==> src/rtl/sram_pkg.sv <==
// ----------------------------------------------------------------------------
// sram_pkg
// Types and widths shared by the SRAM arbiter and its grant picker.
//   ADDR_W / DATA_W : default SRAM word-address and data widths
//   state_t         : arbiter transaction FSM encoding
//   owner_t         : which requester owns the transaction in flight
// ----------------------------------------------------------------------------
package sram_pkg;

    localparam int ADDR_W = 18;
    localparam int DATA_W = 16;

    typedef enum logic [1:0] {
        IDLE  = 2'd0,
        ISSUE = 2'd1,
        WAIT  = 2'd2,
        ACK   = 2'd3
    } state_t;

    typedef enum logic [1:0] {
        OWN_NONE = 2'd0,
        OWN_VID  = 2'd1,
        OWN_DRW  = 2'd2
    } owner_t;

endpackage

==> src/rtl/sram_arb_pick.sv <==
// ----------------------------------------------------------------------------
// sram_arb_pick
// Fixed video priority with an anti-starvation turn for the draw port. The
// streak counter counts video grants made while draw was waiting; once it
// reaches MAX_VID_STREAK, the next contended grant goes to draw.
//
// Ports
//   clk, reset    : clock, asynchronous active-high reset
//   i_arb_en      : high while the arbiter is in IDLE and may grant
//   i_vid_req     : video request level
//   i_drw_req     : draw request level
//   o_grant_vid   : video wins this cycle (combinational)
//   o_grant_drw   : draw wins this cycle (combinational)
// ----------------------------------------------------------------------------
module sram_arb_pick #(
    parameter int MAX_VID_STREAK = 8
) (
    input  logic clk,
    input  logic reset,
    input  logic i_arb_en,
    input  logic i_vid_req,
    input  logic i_drw_req,
    output logic o_grant_vid,
    output logic o_grant_drw
);

    localparam int STREAK_W = (MAX_VID_STREAK < 1) ? 1 : $clog2(MAX_VID_STREAK + 1);
    localparam logic [STREAK_W-1:0] STREAK_MAX = STREAK_W'(MAX_VID_STREAK);

    logic [STREAK_W-1:0] r_streak;
    logic                w_draw_turn;

    assign w_draw_turn = (r_streak == STREAK_MAX);

    assign o_grant_vid = i_arb_en & i_vid_req & (~i_drw_req | ~w_draw_turn);
    assign o_grant_drw = i_arb_en & i_drw_req & (~i_vid_req |  w_draw_turn);

    // NOTE: state updates use non-blocking (<=) so every flop samples the
    // pre-edge values, independent of block evaluation order.
    always_ff @(posedge clk or posedge reset) begin
        if (reset) begin
            r_streak <= '0;
        end else if (o_grant_drw) begin
            r_streak <= '0;
        end else if (o_grant_vid) begin
            if (!i_drw_req) begin
                r_streak <= '0;                     // draw not waiting: no debt
            end else if (r_streak != STREAK_MAX) begin
                r_streak <= r_streak + 1'b1;        // saturating
            end
        end
    end

endmodule

==> src/rtl/sram_arbiter.sv <==
// ----------------------------------------------------------------------------
// sram_arbiter
// Shares the single SRAM controller between the video line fetch (read-only)
// and the draw port (read/write). One transaction at a time:
//   IDLE -> ISSUE -> WAIT -> ACK -> IDLE
// The winner is latched in IDLE, the strobe pulses in ISSUE, read data is
// captured on mem_ready in WAIT and the owner's ack pulses in ACK.
//
// Optional build macro: SRAM_ARB_TIMEOUT_EN
//   Adds a WAIT watchdog of TIMEOUT cycles; on expiry the transaction is
//   acked with data 0 and the sticky err flag is set. Without the macro WAIT
//   is unbounded and err is tied to 0.
//
// Ports
//   clk, reset                         : clock, asynchronous active-high reset
//   vid_req/vid_addr -> vid_ack/vid_data : video read port
//   drw_req/drw_we/drw_addr/drw_wdata -> drw_ack/drw_rdata : draw port
//   mem_address/mem_data_write/mem_read/mem_write : to SRAM controller
//   mem_ready/mem_data_read            : from SRAM controller
//   err                                : sticky watchdog flag
// ----------------------------------------------------------------------------
module sram_arbiter #(
    parameter int ADDR_W         = sram_pkg::ADDR_W,
    parameter int DATA_W         = sram_pkg::DATA_W,
    parameter int MAX_VID_STREAK = 8
`ifdef SRAM_ARB_TIMEOUT_EN
    ,
    parameter int TIMEOUT        = 15
`endif
) (
    input  logic              clk,
    input  logic              reset,
    input  logic              vid_req,
    input  logic [ADDR_W-1:0] vid_addr,
    output logic              vid_ack,
    output logic [DATA_W-1:0] vid_data,
    input  logic              drw_req,
    input  logic              drw_we,
    input  logic [ADDR_W-1:0] drw_addr,
    input  logic [DATA_W-1:0] drw_wdata,
    output logic              drw_ack,
    output logic [DATA_W-1:0] drw_rdata,
    output logic [ADDR_W-1:0] mem_address,
    output logic [DATA_W-1:0] mem_data_write,
    output logic              mem_read,
    output logic              mem_write,
    input  logic              mem_ready,
    input  logic [DATA_W-1:0] mem_data_read,
    output logic              err
);

    import sram_pkg::*;

    state_t              r_state;
    state_t              w_next;
    owner_t              r_owner;
    logic                r_we;
    logic                w_grant_vid;
    logic                w_grant_drw;
    logic                w_drw_write;
    logic [DATA_W-1:0]   w_rdata;

    sram_arb_pick #(
        .MAX_VID_STREAK (MAX_VID_STREAK)
    ) u_pick (
        .clk         (clk),
        .reset       (reset),
        .i_arb_en    (r_state == IDLE),
        .i_vid_req   (vid_req),
        .i_drw_req   (drw_req),
        .o_grant_vid (w_grant_vid),
        .o_grant_drw (w_grant_drw)
    );

    assign w_drw_write = w_grant_drw & drw_we;

`ifdef SRAM_ARB_TIMEOUT_EN
    localparam int CNT_W = ($clog2(TIMEOUT + 1) < 4) ? 4 : $clog2(TIMEOUT + 1);
    localparam logic [CNT_W-1:0] CNT_LAST = CNT_W'(TIMEOUT - 1);

    logic [CNT_W-1:0] r_wait_cnt;
    logic             r_err;
    logic             w_timeout;
`endif

    // ---------------- FSM: state register ----------------
    always_ff @(posedge clk or posedge reset) begin
        if (reset) r_state <= IDLE;
        else       r_state <= w_next;
    end

    // ---------------- FSM: next state ----------------
    // NOTE: every signal assigned here gets a default first, so no path
    // through the case leaves it unassigned and no latch is inferred.
    always_comb begin
        w_next = r_state;
`ifdef SRAM_ARB_TIMEOUT_EN
        w_timeout = 1'b0;
`endif
        case (r_state)
            IDLE:    if (w_grant_vid || w_grant_drw) w_next = ISSUE;
            ISSUE:   w_next = WAIT;
            WAIT: begin
                if (mem_ready) begin
                    w_next = ACK;
`ifdef SRAM_ARB_TIMEOUT_EN
                end else if (r_wait_cnt == CNT_LAST) begin
                    w_next    = ACK;
                    w_timeout = 1'b1;
`endif
                end
            end
            ACK:     w_next = IDLE;
            default: w_next = IDLE;
        endcase
    end

`ifdef SRAM_ARB_TIMEOUT_EN
    // A real completion wins over an expiry landing on the same cycle.
    assign w_rdata = w_timeout ? '0 : mem_data_read;
    assign err     = r_err;

    always_ff @(posedge clk or posedge reset) begin
        if (reset) begin
            r_wait_cnt <= '0;
            r_err      <= 1'b0;
        end else begin
            if (r_state == WAIT && w_next == WAIT) r_wait_cnt <= r_wait_cnt + 1'b1;
            else                                   r_wait_cnt <= '0;
            if (w_timeout) r_err <= 1'b1;
        end
    end
`else
    assign w_rdata = mem_data_read;
    assign err     = 1'b0;
`endif

    // ---------------- datapath and strobes ----------------
    always_ff @(posedge clk or posedge reset) begin
        if (reset) begin
            r_owner        <= OWN_NONE;
            r_we           <= 1'b0;
            mem_address    <= '0;
            mem_data_write <= '0;
            mem_read       <= 1'b0;
            mem_write      <= 1'b0;
            vid_ack        <= 1'b0;
            vid_data       <= '0;
            drw_ack        <= 1'b0;
            drw_rdata      <= '0;
        end else begin
            case (r_state)
                IDLE: begin
                    if (w_grant_vid || w_grant_drw) begin
                        r_owner     <= w_grant_drw ? OWN_DRW : OWN_VID;
                        r_we        <= w_drw_write;
                        mem_address <= w_grant_drw ? drw_addr : vid_addr;
                        if (w_drw_write) mem_data_write <= drw_wdata;
                        // Strobes rise with the move to ISSUE so they are
                        // high for exactly the ISSUE cycle.
                        mem_read    <= ~w_drw_write;
                        mem_write   <=  w_drw_write;
                    end
                end
                ISSUE: begin
                    mem_read  <= 1'b0;
                    mem_write <= 1'b0;
                end
                WAIT: begin
                    if (w_next == ACK) begin
                        if (r_owner == OWN_VID) begin
                            vid_ack  <= 1'b1;
                            vid_data <= w_rdata;
                        end
                        if (r_owner == OWN_DRW) begin
                            drw_ack <= 1'b1;
                            if (!r_we) drw_rdata <= w_rdata;
                        end
                    end
                end
                ACK: begin
                    vid_ack <= 1'b0;
                    drw_ack <= 1'b0;
                    r_owner <= OWN_NONE;
                end
                default: ;
            endcase
        end
    end

endmodule
==> config.mk <==
export PLATFORM = sky130hd
export DESIGN_NAME = sram_arbiter
export DESIGN_NICKNAME = d
export VERILOG_FILES = /design/src/rtl/sram_pkg.sv /design/src/rtl/sram_arb_pick.sv /design/src/rtl/sram_arbiter.sv
export SDC_FILE = /design/constraint.sdc
export NUM_CORES = 1
export LEC_CHECK = 0
export BUFFER_PORTS_ARGS = -buffer_cell sky130_fd_sc_hd__clkbuf_2
export CAP_MARGIN = 20
export CORE_MARGIN = 10
export CORE_UTILIZATION = 44
export DETAILED_ROUTE_END_ITERATION = 6
export GPL_TIMING_DRIVEN = 0
export PLACE_DENSITY = 0.75
export SETUP_SLACK_MARGIN = 0.5
export SLEW_MARGIN = 5
export SYNTH_ARGS = -nofsm -noshare
export SYNTH_HDL_FRONTEND = slang
export SYNTH_SLANG_ARGS = --single-unit
==> constraint.sdc <==
create_clock -name clk -period 3.2 [get_ports clk]
set_clock_uncertainty 0.15 [all_clocks]
set_input_delay 0.8 -clock clk [delete_from_list [all_inputs] [get_ports clk]]
set_output_delay 0.8 -clock clk [all_outputs]
set_load 0.03 [all_outputs]
# Yosys cells after proc, flatten, opt, wreduce, memory -nomap -nowiden
# Cells that the tools add are included.
# op_classes
n_addsub	1
n_mul	0
div	0
magnitude_cmp	0
eq_ne	13
shifts	0
mux	21
bitwise	12
reduce_logical	15
# op_table
cell	n
$mux W18	1
$mux W4	4
$reduce_and A3 Y1	4
$eq A2 B2 Y1 const B	4
$mux W2	4
$ne A2 B2 Y1 const B	4
$pmux W1 S2	4
$pmux W2 S4	1
$reduce_and A2 Y1	4
$reduce_bool A2 Y1	4
$mux W1	6
$and A1 B1 Y1	5
$not A1 Y1	5
$add A4 B1 Y4 const B	1
$eq A2 B1 Y1 const B	2
$eq A4 B4 Y1 const B	1
$ne A4 B4 Y1 const B	1
$pmux W2 S2	1
$reduce_and A4 Y1	1
$ne A3 B1 Y1 const B	1
$logic_not A2 Y1	1
$or A1 B1 Y1	2
$logic_or A1 B1 Y1	1
# totals
register_bits	79
latchBits	0
ramBits	0
mem_bits_ro	0
in_bits	74
elab_cells	74
mem_count	0

# Longest topological paths before layout
# depth
depth_word	10
mapped_depth	7
ltp_nobuf	5

# By module
# Synthesis repeated with hierarchy kept, for this count alone.
# hier_totals
cells_unflattened	234
hier_area_um2	3428.3
# modules_own_cells
mod	n_inst	cells_per_inst	area_each_um2
sram_arbiter	1	204	3149.3
sram_arb_pick	1	30	279.0

# Worst setup path before layout
# No wires, ideal clock.
# synth_timing
path_type	input to register
from	input mem_ready
to	register drw_rdata[10]
setup_ns	0.125
arrival_time_ns	1.961
path_slack_ns	0.964
cell_stages	5
path_cell_list	nand3b_1 > or4b_1 > buf_6 > buf_12 > mux2_4
# synth_via
elab_chain_len	4
# synth_rtl
element	line	text
from (decl)	sram_arbiter.sv:47	input logic mem_ready,
$mux W2	sram_arbiter.sv:104	if (mem_ready) begin
$pmux W2 S4	sram_arbiter.sv:100	case (r_state)
$eq A2 B2 Y1	sram_arbiter.sv:170	if (w_next == ACK) begin
$reduce_and A4 Y1 (no line)	-	
to (signal assigned)	sram_arbiter.sv:177	if (!r_we) drw_rdata <= w_rdata;
to (decl)	sram_arbiter.sv:42	output logic [DATA_W-1:0] drw_rdata,
# No other way between the ends.
# A chain may end at the register's enable or synchronous reset.

# Final worst setup path
# layout_timing
from	input mem_ready
to	register vid_data[10]
# layout_via
elab_chain_len	4
# layout_rtl
element	line	text
$mux W2	sram_arbiter.sv:104	
$pmux W2 S4	sram_arbiter.sv:100	
$eq A2 B2 Y1	sram_arbiter.sv:170	
$reduce_and A3 Y1 (no line)	-	
to (signal assigned)	sram_arbiter.sv:173	vid_data <= w_rdata;
to (decl)	sram_arbiter.sv:36	output logic [DATA_W-1:0] vid_data,
# No other way between the ends.

==> run summary <==
Status - complete, no violations
Crit. End Element - flop
Most frequent cells in the layout - clkbuf_2, dfrtp_1, mux2_2
R2R Setup Slk - 1030 ps
Post-Syn Area - 3340 um2
# DRC - 0
First-pass GRT wire length - 13.4 mm
Post-route setup TNS - 0 ps
Reg-to-Reg Start - r_state[0]$_DFF_PP0_
Setup violations, final - 0
Post-CTS repair timing setup buffer count - 0
End of the worst hold path - r_we$_DFFE_PP0P_
Number of flops mapped to enable cells by yosys - 0
Critical Path RT - 3270 ps
Hold path start - r_we$_DFFE_PP0P_
Syn Area/Cell - 14.5 um2
Util after Layout - 0.604
IR drop worst, VDD - 0.370 mV
Die area - 11500 um2
Post-synthesis net count - 306
GRT Overall Usage - 0.144
RSZ-0062 raised after global routing - no
Max-cap viol count - 0
Area leader, netlist - dfrtp_1
Synth top area share - 0.593
Worst-margin pin slew - 839 ps
Synth cell types - 39
Tcrit/Tclk final - 0.712
Hold violation count in the final report - 0
Clk root buf - clkbuf_8
Via count - 2484
Chip width - 107 um
Hold buffers post-CTS - 0
Area growth, synth to finish - 32.8%
Gate Count Post-Synth - 230
Clock slew at reported path FFs - 80 ps
Initial Utilization - 0.455
Post-DP HPWL - 6.62 mm
Pwr dens - 1100 nW/um2
Static Leakage - 2.24 nW
Crit path time final - 2280 ps
Worst Hold Depth - 1
Nets - 462
Worst EP arrival - 2350 ps
Via/cell ratio - 5.08
Post-CTS sizing - 0
Total CTS buffers - 9
Core Box Area - 7330 um2
Final GP Congestion - 0.741
Min-Delay Path Class - flop to flop
FFs w/ async S/R, synth - 1.00
Wirelength per Cell - 17.0 um
Final ANT Viol Nets - 0
Antenna violations before repair - 0
Layout cells sized above 1 - 0.618
Crit Path Max Fanout - 10
Vias in the first global route - 2683
Slew Limit Headroom - 0.433
PortBufs - 143
Sequential area share after synthesis - 0.593
TritonCTS sink count - 79
Worst-skew pair later-pin latency - 330 ps
Largest net degree at the start of global routing - 32
Crit start category - primary input
H-tree depth - 3
DR iter-0 viols - 95
Synth top area cells - dfrtp_1, mux2_2, o221a_2, mux2_4, or3_1
Overflow after GRT - 0
Reg2Reg Depth - 4
Routed WL - 8.32 mm
CTS max path bufs - 2
Crit Reg-Reg Endpoint - vid_data[10]$_DFFE_PP0P_
DRT Pass-1 Iters - 4
Synth Flop Type - dfrtp_1
Setup Crit Path Kind - primary input to flop
Die Ht - 107 um
CTS tree - yes
Synth Register Bits - 79
Slew Viols, Final - 0
Row Count - 31
N_diodes - 0
Ports - 145
Achievable Freq - 439 MHz
Commonest non-fill, non-tap cell in the layout - clkbuf_2
Synthesis Warnings - 0
[power by group]
part	switching, W	total (W)	leakage (nW)	internal [W]
clock network	0.000355	0.000789	0.105	0.000434
registers	0.000263	0.00174	0.957	0.00147
logic	0.00145	0.00234	1.18	0.000891
total	0.00207	0.00487	2.24	0.00280
[kinds of logic after synthesis]
family,count (synthesis),share of synthesized area
adder cells (fa/ha/maj),2,0.00750
XOR/XNOR,1,0.00263
AO/OA/AOI/OAI,36,0.0986
other,1,0.00112
AND/OR/NAND/NOR,42,0.0821
flip-flops,79,0.593
multiplexers,49,0.176
buffers and inverters,20,0.0390
[cell type report]
| type | count | area (um2) |
|---|---|---|
| clock inverters | 6 | 86.3 |
| fillers | 615 | 2900 |
| inverters | 5 | 22.5 |
| multi-input cells | 131 | 1230 |
| clock buffers | 9 | 124 |
| well taps | 99 | 124 |
| plain buffers | 15 | 111 |
| flip-flops and latches | 79 | 1980 |
| repair buffers | 145 | 756 |
[worst max-delay path, cell delays in order]
cell and delay [ps]:
clkbuf_2 90, nand3b_1 110, nor3b_2 600, buf_2 380, mux2_2 370
[sequential cells by signal (all words and copies together), names as in the netlist]
| register | flops |
|---|---|
| drw_ack | 1 |
| drw_rdata | 16 |
| mem_address | 18 |
| mem_data_write | 16 |
| mem_read | 1 |
| mem_write | 1 |
| r_owner | 2 |
| r_state | 2 |
| r_we | 1 |
| u_pick.r_streak | 4 |
| vid_ack | 1 |
| vid_data | 16 |
[metrics by stage]
step                cell area [um2]  hold WS, ps  power (W)  instances  worst slack [ps]
floorplan                      3340          291    0.00341        230               964
global placement               4180          309    0.00407        472               589
detailed placement             4220          316    0.00415        474               565
CTS                            4430          333    0.00494        489               929
global route                   4430          351    0.00517        489               785
finish                         4430          328    0.00487        489               922
[synth_stat cells (all sizes together), types with 2 or more instances]
cell	n
dfrtp	79
mux2	48
o221a	18
or3	18
buf	11
nand3	6
inv	5
a31oi	4
clkbuf	4
nand2	4
o21ai	4
nand3b	3
a21o	2
and4b	2
ha	2
nor3b	2
o21a	2
[per-layer routing]
layer  up-vias  wire length [um]  track usage
met5         -                 0            0
met4         0                52       0.0435
met3         5               707       0.0569
met2        94              4000        0.235
met1      1225              3560        0.171
li1       1160                 -            -
[worst max path at each step]
stage	depth (start not counted)	start	end
4_1_cts	5	mem_ready	vid_data[15]$_DFFE_PP0P_
3_5_place_dp	5	mem_ready	vid_data[2]$_DFFE_PP0P_
5_1_grt	5	mem_ready	vid_data[2]$_DFFE_PP0P_
3_3_place_gp	5	mem_ready	vid_data[11]$_DFFE_PP0P_
2_1_floorplan	5	mem_ready	drw_rdata[10]$_DFFE_PP0P_
6_report	5	mem_ready	vid_data[10]$_DFFE_PP0P_
Power figures use the tool's default switching activity.
